<file path="src/rtl/ahb3lite_ram_ctrl_if.sv">
// ---------------------------------------------------------------------------
// ahb3lite_ram_ctrl_if
//   AHB3-Lite slave-side bus bundle for ahb3lite_ram_ctrl.
//
//   Signals (master view):
//     HSEL       out  Slave select
//     HADDR      out  Byte address               [HADDR_SIZE]
//     HWDATA     out  Write data (data phase)     [HDATA_SIZE]
//     HWRITE     out  1 = write, 0 = read
//     HSIZE      out  Transfer size               [3]
//     HBURST     out  Burst type                  [3]
//     HPROT      out  Protection                  [4]
//     HTRANS     out  IDLE/BUSY/NONSEQ/SEQ        [2]
//     HREADY     out  Bus ready (address phase accepted when 1)
//     HRDATA     in   Read data                   [HDATA_SIZE]
//     HREADYOUT  in   Slave ready
//     HRESP      in   0 = OKAY, 1 = ERROR
// ---------------------------------------------------------------------------
interface ahb3lite_ram_ctrl_if #(
    parameter int HADDR_SIZE = 32,
    parameter int HDATA_SIZE = 32
) ();
    logic                  HSEL;
    logic [HADDR_SIZE-1:0] HADDR;
    logic [HDATA_SIZE-1:0] HWDATA;
    logic [HDATA_SIZE-1:0] HRDATA;
    logic                  HWRITE;
    logic [2:0]            HSIZE;
    logic [2:0]            HBURST;
    logic [3:0]            HPROT;
    logic [1:0]            HTRANS;
    logic                  HREADY;
    logic                  HREADYOUT;
    logic                  HRESP;

    modport master (
        output HSEL, HADDR, HWDATA, HWRITE, HSIZE, HBURST, HPROT, HTRANS, HREADY,
        input  HRDATA, HREADYOUT, HRESP
    );

    modport slave (
        input  HSEL, HADDR, HWDATA, HWRITE, HSIZE, HBURST, HPROT, HTRANS, HREADY,
        output HRDATA, HREADYOUT, HRESP
    );
endinterface

</file>
<file path="src/rtl/ahb3lite_ram_ctrl.sv">
// ---------------------------------------------------------------------------
// ahb3lite_ram_ctrl
//   AHB3-Lite slave front-end for one 1R1W synchronous-read RAM (registered
//   dout, one-cycle read latency). Address phases are decoded into RAM
//   read/write strobes; transfers complete with zero wait states. A write
//   data phase that coincides with a read address phase to the same word is
//   forwarded byte-wise into the following read data phase. Illegal
//   transfers (oversize, misaligned, out of range) get a two-cycle ERROR.
//
//   Parameters:
//     HADDR_SIZE  AHB address width (must exceed MEM_ABITS + log2(HDATA_SIZE/8))
//     HDATA_SIZE  AHB data width, 32 or 64
//     MEM_ABITS   RAM word-address bits
//
//   Ports:
//     HRESETn      in   Asynchronous active-low reset
//     HCLK         in   Clock, rising edge
//     ahb          if   AHB3-Lite slave bundle (ahb3lite_ram_ctrl_if.slave)
//     ram_waddr_o  out  RAM write word address   [MEM_ABITS]
//     ram_din_o    out  RAM write data           [HDATA_SIZE]
//     ram_we_o     out  RAM write enable
//     ram_be_o     out  RAM byte enables         [HDATA_SIZE/8]
//     ram_raddr_o  out  RAM read word address    [MEM_ABITS]
//     ram_dout_i   in   RAM read data, valid one cycle after raddr
// ---------------------------------------------------------------------------
module ahb3lite_ram_ctrl #(
    parameter int HADDR_SIZE = 32,
    parameter int HDATA_SIZE = 32,
    parameter int MEM_ABITS  = 10
) (
    input  logic                    HRESETn,
    input  logic                    HCLK,
    ahb3lite_ram_ctrl_if.slave      ahb,
    output logic [MEM_ABITS-1:0]    ram_waddr_o,
    output logic [HDATA_SIZE-1:0]   ram_din_o,
    output logic                    ram_we_o,
    output logic [HDATA_SIZE/8-1:0] ram_be_o,
    output logic [MEM_ABITS-1:0]    ram_raddr_o,
    input  logic [HDATA_SIZE-1:0]   ram_dout_i
);

    localparam int BE_W = HDATA_SIZE / 8;
    localparam int LB   = $clog2(BE_W);

    localparam logic [1:0] ST_IDLE = 2'd0;
    localparam logic [1:0] ST_DATA = 2'd1;
    localparam logic [1:0] ST_ERR1 = 2'd2;
    localparam logic [1:0] ST_ERR2 = 2'd3;

    // ---------------------------------------------------------------
    // Address-phase decode
    // ---------------------------------------------------------------
    logic                 w_accept;
    logic                 w_size_bad;
    logic                 w_misaligned;
    logic                 w_out_of_range;
    logic                 w_legal;
    logic [LB-1:0]        w_offs;
    logic [LB-1:0]        w_align_mask;
    logic [BE_W-1:0]      w_be;
    logic [MEM_ABITS-1:0] w_index;

    logic [1:0]           r_state;
    logic [1:0]           w_state_next;
    logic                 r_write;
    logic [MEM_ABITS-1:0] r_index;
    logic [BE_W-1:0]      r_be;
    logic [BE_W-1:0]      r_byp_be;
    logic [HDATA_SIZE-1:0] r_byp_data;

    logic                 w_we;
    logic                 w_rd_phase;
    logic [HDATA_SIZE-1:0] w_rdata;

    // ERR1 holds HREADYOUT low, so no address phase is taken there even if
    // the interconnect were to present one.
    assign w_accept = ahb.HSEL & ahb.HREADY & ahb.HTRANS[1] & (r_state != ST_ERR1);

    assign w_offs         = ahb.HADDR[LB-1:0];
    assign w_index        = ahb.HADDR[MEM_ABITS+LB-1:LB];
    assign w_size_bad     = (ahb.HSIZE > 3'(LB));
    assign w_out_of_range = |ahb.HADDR[HADDR_SIZE-1:MEM_ABITS+LB];
    assign w_misaligned   = |(w_offs & w_align_mask);
    assign w_legal        = ~w_size_bad & ~w_misaligned & ~w_out_of_range;

    // Low address bits that must be zero for a transfer of HSIZE.
    // NOTE: every signal written in always_comb gets a default first so no latch is inferred.
    always_comb begin
        w_align_mask = '0;
        for (int i = 0; i < LB; i++) begin
            if (i < int'(ahb.HSIZE)) w_align_mask[i] = 1'b1;
        end
    end

    // 2**HSIZE consecutive byte lanes starting at the byte offset.
    always_comb begin
        w_be = '0;
        for (int b = 0; b < BE_W; b++) begin
            if ((b >= int'(w_offs)) && (b < int'(w_offs) + (1 << int'(ahb.HSIZE))))
                w_be[b] = 1'b1;
        end
    end

    // ---------------------------------------------------------------
    // FSM: IDLE/DATA/ERR2 all accept a new address phase; ERR1 does not.
    // ---------------------------------------------------------------
    always_comb begin
        w_state_next = ST_IDLE;
        if (r_state == ST_ERR1) begin
            w_state_next = ST_ERR2;
        end else if (w_accept) begin
            w_state_next = w_legal ? ST_DATA : ST_ERR1;
        end
    end

    // Data-phase qualifiers derived from the registered address phase.
    assign w_we       = (r_state == ST_DATA) & r_write;
    assign w_rd_phase = (r_state == ST_DATA) & ~r_write;

    // NOTE: sequential state uses non-blocking assignments so every register samples pre-edge values.
    always_ff @(posedge HCLK or negedge HRESETn) begin
        if (!HRESETn) begin
            r_state    <= ST_IDLE;
            r_write    <= 1'b0;
            r_index    <= '0;
            r_be       <= '0;
            r_byp_be   <= '0;
            r_byp_data <= '0;
        end else begin
            r_state <= w_state_next;
            if (w_accept) begin
                r_write <= ahb.HWRITE;
                r_index <= w_index;
                r_be    <= w_be;
            end
            // A read address phase overlapping a write data phase to the same
            // word would see stale RAM data (read-before-write); capture the
            // write so the read data phase can substitute the written lanes.
            if (w_accept & w_legal & ~ahb.HWRITE) begin
                r_byp_be   <= (w_we && (r_index == w_index)) ? r_be : '0;
                r_byp_data <= ahb.HWDATA;
            end
        end
    end

    // ---------------------------------------------------------------
    // Read data mux: bypassed lanes from the captured write, rest from RAM.
    // ---------------------------------------------------------------
    always_comb begin
        w_rdata = '0;
        if (w_rd_phase) begin
            for (int b = 0; b < BE_W; b++) begin
                w_rdata[8*b +: 8] = r_byp_be[b] ? r_byp_data[8*b +: 8] : ram_dout_i[8*b +: 8];
            end
        end
    end

    // ---------------------------------------------------------------
    // Outputs
    // ---------------------------------------------------------------
    assign ahb.HRDATA    = w_rdata;
    assign ahb.HREADYOUT = (r_state != ST_ERR1);
    assign ahb.HRESP     = (r_state == ST_ERR1) | (r_state == ST_ERR2);

    // Write strobes are decoded from state, so an asserted reset removes
    // them immediately without waiting for a clock edge.
    assign ram_we_o    = w_we;
    assign ram_waddr_o = r_index;
    assign ram_din_o   = ahb.HWDATA;
    assign ram_be_o    = w_we ? r_be : '0;
    assign ram_raddr_o = w_index;

    // Burst type, protection and the SEQ/NONSEQ distinction do not affect decoding.
    logic w_unused;
    assign w_unused = &{1'b0, ahb.HBURST, ahb.HPROT, ahb.HTRANS[0]};

endmodule
</file>
<file path="src/flat_wrapper.sv">
// flat-port wrapper written by rule: the top's interface ports become plain ports
module ahb3lite_ram_ctrl_flat 
#(
    parameter int HADDR_SIZE = 32,
    parameter int HDATA_SIZE = 32,
    parameter int MEM_ABITS  = 10
)
  (HRESETn, HCLK, ram_waddr_o, ram_din_o, ram_we_o, ram_be_o, ram_raddr_o, ram_dout_i, ahb_HSEL, ahb_HADDR, ahb_HWDATA, ahb_HWRITE, ahb_HSIZE, ahb_HBURST, ahb_HPROT, ahb_HTRANS, ahb_HREADY, ahb_HRDATA, ahb_HREADYOUT, ahb_HRESP);
  ahb3lite_ram_ctrl_if #(.HADDR_SIZE(HADDR_SIZE), .HDATA_SIZE(HDATA_SIZE)) ahb_i ();
  input  logic HRESETn;
  input  logic HCLK;
  output logic [MEM_ABITS-1:0] ram_waddr_o;
  output logic [HDATA_SIZE-1:0] ram_din_o;
  output logic ram_we_o;
  output logic [HDATA_SIZE/8-1:0] ram_be_o;
  output logic [MEM_ABITS-1:0] ram_raddr_o;
  input  logic [HDATA_SIZE-1:0] ram_dout_i;
  input wire logic [$bits(ahb_i.HSEL)-1:0] ahb_HSEL;
  input wire logic [$bits(ahb_i.HADDR)-1:0] ahb_HADDR;
  input wire logic [$bits(ahb_i.HWDATA)-1:0] ahb_HWDATA;
  input wire logic [$bits(ahb_i.HWRITE)-1:0] ahb_HWRITE;
  input wire logic [$bits(ahb_i.HSIZE)-1:0] ahb_HSIZE;
  input wire logic [$bits(ahb_i.HBURST)-1:0] ahb_HBURST;
  input wire logic [$bits(ahb_i.HPROT)-1:0] ahb_HPROT;
  input wire logic [$bits(ahb_i.HTRANS)-1:0] ahb_HTRANS;
  input wire logic [$bits(ahb_i.HREADY)-1:0] ahb_HREADY;
  output wire logic [$bits(ahb_i.HRDATA)-1:0] ahb_HRDATA;
  output wire logic [$bits(ahb_i.HREADYOUT)-1:0] ahb_HREADYOUT;
  output wire logic [$bits(ahb_i.HRESP)-1:0] ahb_HRESP;
  assign ahb_i.HSEL = ahb_HSEL;
  assign ahb_i.HADDR = ahb_HADDR;
  assign ahb_i.HWDATA = ahb_HWDATA;
  assign ahb_i.HWRITE = ahb_HWRITE;
  assign ahb_i.HSIZE = ahb_HSIZE;
  assign ahb_i.HBURST = ahb_HBURST;
  assign ahb_i.HPROT = ahb_HPROT;
  assign ahb_i.HTRANS = ahb_HTRANS;
  assign ahb_i.HREADY = ahb_HREADY;
  assign ahb_HRDATA = ahb_i.HRDATA;
  assign ahb_HREADYOUT = ahb_i.HREADYOUT;
  assign ahb_HRESP = ahb_i.HRESP;
  ahb3lite_ram_ctrl #(.HADDR_SIZE(HADDR_SIZE), .HDATA_SIZE(HDATA_SIZE), .MEM_ABITS(MEM_ABITS)) u_core (.HRESETn(HRESETn), .HCLK(HCLK), .ahb(ahb_i), .ram_waddr_o(ram_waddr_o), .ram_din_o(ram_din_o), .ram_we_o(ram_we_o), .ram_be_o(ram_be_o), .ram_raddr_o(ram_raddr_o), .ram_dout_i(ram_dout_i));
endmodule
</file>
<file path="config.mk">
export PLATFORM = sky130hd
export DESIGN_NAME = ahb3lite_ram_ctrl_flat
export DESIGN_NICKNAME = d
export VERILOG_FILES = /design/src/rtl/ahb3lite_ram_ctrl_if.sv /design/src/rtl/ahb3lite_ram_ctrl.sv /design/src/flat_wrapper.sv
export SDC_FILE = /design/constraint.sdc
export NUM_CORES = 1
export LEC_CHECK = 0
export CORE_ASPECT_RATIO = 1.4
export CORE_MARGIN = 2
export CORE_UTILIZATION = 40
export DETAILED_ROUTE_END_ITERATION = 16
export PLACE_DENSITY = 0.95
export SLEW_MARGIN = 10
export SYNTH_ARGS = -nofsm -noshare
export SYNTH_HDL_FRONTEND = slang
export SYNTH_SLANG_ARGS = --single-unit
</file>
<file path="constraint.sdc">
create_clock -name HCLK -period 4.3 [get_ports HCLK]
set_clock_uncertainty 0.2 [all_clocks]
set_input_delay 1.29 -clock HCLK [delete_from_list [all_inputs] [get_ports HCLK]]
set_output_delay 1.29 -clock HCLK [all_outputs]
set_load 0.005 [all_outputs]
</file>
==> results.toml <==
[critical_path]
reg2reg_depth = 5
cp_slowest_cell = "clkdlybuf4s50_1"
worstPathMaxFanout = 1
critPathLaunch = "ram_dout_i[21]"
critPathCaptureType = "output pin"
start_kind = "input port"
crit_family = "buffers and inverters"
r2r_start = "u_core.r_state[1]$_DFF_PN0_"
cpMostUsedCell = "clkdlybuf4s50_1"
crit_path_cell_trace = "clkdlybuf4s50_1 > mux2i_1 > nor2_1 > clkdlybuf4s50_1"
crit_buf_inv = 2
cp.required_ns = 2.81
crit_arrival_ns = 2.48
max_stage_delay_ns = 0.52
path_class = "input port to output pin"
path_depth = 4

[placement]
place_inst = 555
gp_congestion = 0.819
io_buffers = 195
dpl.hpwl_um = 7310
dpl_worst_slack_ns = 0.327

[outcome]
status = "finished, final reports clean"

[global_route]
grt_pass1_wl_um = 13900
grt_overflow = 0
antenna_found_initial = 0
grt_max_degree = 40
grt_pass1_vias = 2931
grt_use_total_pct = 20.3

[cts]
htree_levels = 2
clock_sinks = 53
cts_hold_repair.buffers = 0
post_cts_buffers = 0
numCtsBuffers = 5
cts_root_buf = "clkbuf_8"
clk_latency_ns = 0.30
cts_tree = "built"
clk_pin_slew_worst_paths_ns = 0.09
clockBufferDepth = 2
cts_resized = 0

[yosys]
synth_edf_count = 0
synth_ff_type = "dfrtp_1"
synth_nets = 432
syn_inst = 316
synth.cell_area_mm2 = 0.00319
synthArstFlopShare_pct = 100
syn_avg_cell_area_um2 = 10.1
ys_ff_latch = 53
synth_seq_area_share_pct = 41.6
synth_cell_type_count = 37
yosysWarningCount = 0

[flow_run]
maxCapViolCount = 0

[timing]
rsz0062_at_grt = "no"
report.final.slew_viol_count = 0
fmax_mhz = 252
finalHoldViolCount = 0
final.setup.worst_slack_ns = 0.331
setup_violations = 0
post-route-period-util_pct = 92.3
tightest_slew_ns = 0.879
fin_crit_ns = 3.97
setup_tns_ns = 0
relSlewSlack_pct = 41.4

[floorplanning]
die_h_um = 110
coreArea_mm2 = 0.00775
dieArea_mm2 = 0.00871
ios = 204
die_w_um = 79.5
start_util_pct = 41.2
rows = 38

[final_layout]
final_cells = 563
fillers = 609
syn2layout_area_growth_pct = 56.7
n_antenna_cell = 0
drive_above_1_share_pct = 3.89
final_nets = 578

[drt]
wire_per_inst_um = 16.0
viasPerCell = 4.96
first_iter_violations = 150
drt_pre_antenna_iters = 4
vias = 2790
ant_nets = 0
drc = 0
drt-total-wl_um = 9030

[min_path]
hp-start = "u_core.r_byp_data[31]$_DFFE_PN0P_"
holdPathStages = 1
min-delay-path-class = "flip-flop to flip-flop"

[power]
power_density_mw_per_mm2 = 315
p_total_mw = 1.57
vdd_drop_max_v = 0.000254
p_leak_nw = 2.11
[cells in the final DEF, fill, tap and decap left out, drive strengths merged]
cell	Yosys	routed
or3b	2	2
nand2	39	39
xor2	1	1
clkdlybuf4s50	0	194
inv	4	4
o21ai	4	4
mux2	32	32
o31ai	5	5
a211oi	2	2
dfrtp	53	53
nand2b	3	3
nor2b	1	1
nor2	35	35
nor3	4	4
nor4	5	5
clkbuf	11	7
clkinv	0	1
and2	4	4
ha	2	2
mux2i	32	32
o41ai	5	5
a21oi	1	1
a31oi	1	1
fa	1	1
nand4	2	2
and3b	1	1
buf	49	5
o22ai	1	1
xnor2	9	9
nand3	3	3
or4	2	2
nor3b	2	2
[cell usage after synthesis, types with 2 or more instances]
master / count / share of area [%]
and2_1: 4 / 0.78
nor3b_1: 2 / 0.47
nor4_1: 3 / 0.59
o31ai_1: 5 / 1.2
xnor2_1: 9 / 2.5
nor2_1: 35 / 4.1
dfrtp_1: 53 / 42
nand2_1: 39 / 4.6
buf_4: 42 / 9.9
mux2_1: 32 / 11
buf_1: 3 / 0.35
nor3_1: 4 / 0.63
o21ai_0: 4 / 0.63
ha_1: 2 / 0.78
mux2i_1: 32 / 10
or4_1: 2 / 0.47
nand2b_1: 3 / 0.59
o41ai_1: 5 / 1.4
nand3_1: 3 / 0.47
inv_1: 4 / 0.47
buf_6: 3 / 1.1
clkbuf_1: 11 / 1.3
a211oi_1: 2 / 0.47
[sequential cells by signal (all words and copies together), names as in the netlist]
register and cells:
u_core.r_be 4, u_core.r_byp_be 4, u_core.r_byp_data 32, u_core.r_state 2, u_core.r_write 1, u_core.ram_waddr_o 10
[power breakdown]
| part | leakage (nW) | internal [mW] | total (mW) | switching (mW) |
|---|---|---|---|---|
| Clock | 0.0542 | 0.146 | 0.306 | 0.160 |
| Combinational | 1.34 | 0.396 | 0.641 | 0.245 |
| Sequential | 0.715 | 0.569 | 0.626 | 0.0566 |
| Total | 2.11 | 1.11 | 1.57 | 0.462 |
[logic make-up after synthesis]
group	after synthesis	synth area share [%]
multiplexers	64	21.3
buffers and inverters	64	13.2
adder cells (fa/ha/maj)	3	1.41
XOR/XNOR	10	2.75
AO/OA/AOI/OAI	19	4.32
flip-flops	53	41.6
AND/OR/NAND/NOR	103	15.4
[layer usage]
metal  GRT usage, %  vias to the layer above  routed length, um  part of all wire, %
met5              0                        -                  0                    0
li1               -                     1328                  -                    -
met4           6.03                        0                119                  1.3
met1           20.9                     1344               3070                   34
met2           41.2                      108               5320                   59
met3           3.04                       10                518                  5.7
[final cells by class]
| class | count | area, um^2 | share of cell area [%] |
|---|---|---|---|
| Timing Repair Buffer | 199 | 1990 | 39.8 |
| Multi-Input combinational cell | 199 | 1440 | 28.8 |
| Sequential cell | 53 | 1330 | 26.5 |
| Tap cell | 100 | 125 | 2.50 |
| Clock buffer | 7 | 96.3 | 1.93 |
| Inverter | 4 | 15.0 | 0.300 |
| Clock inverter | 1 | 5.00 | 0.100 |
[path summary, 6_finish.rpt]
kind                                                endpoint  slack (ns)
max reg2reg                 u_core.r_byp_data[6]$_DFFE_PN0P_        2.03
min reg2reg                u_core.r_byp_data[31]$_DFFE_PN0P_        0.29
max in group asynchronous  u_core.r_byp_data[13]$_DFFE_PN0P_        2.26
max                                           ahb_HRDATA[21]        0.33
min in group asynchronous   u_core.r_byp_data[1]$_DFFE_PN0P_        0.90
min                        u_core.r_byp_data[31]$_DFFE_PN0P_        0.29
[stage by stage]
stage | hold WS (ns) | utilization (%) | instance area [um^2]
final | 0.295 | 64.5 | 5000
after global routing | 0.306 | 64.5 | 5000
after CTS | 0.300 | 64.5 | 5000
after detailed placement | 0.278 | 63.2 | 4900
after global placement | 0.266 | 63.2 | 4900
after floorplan | 0.253 | - | 3190
Power figures use the tool's default switching activity.
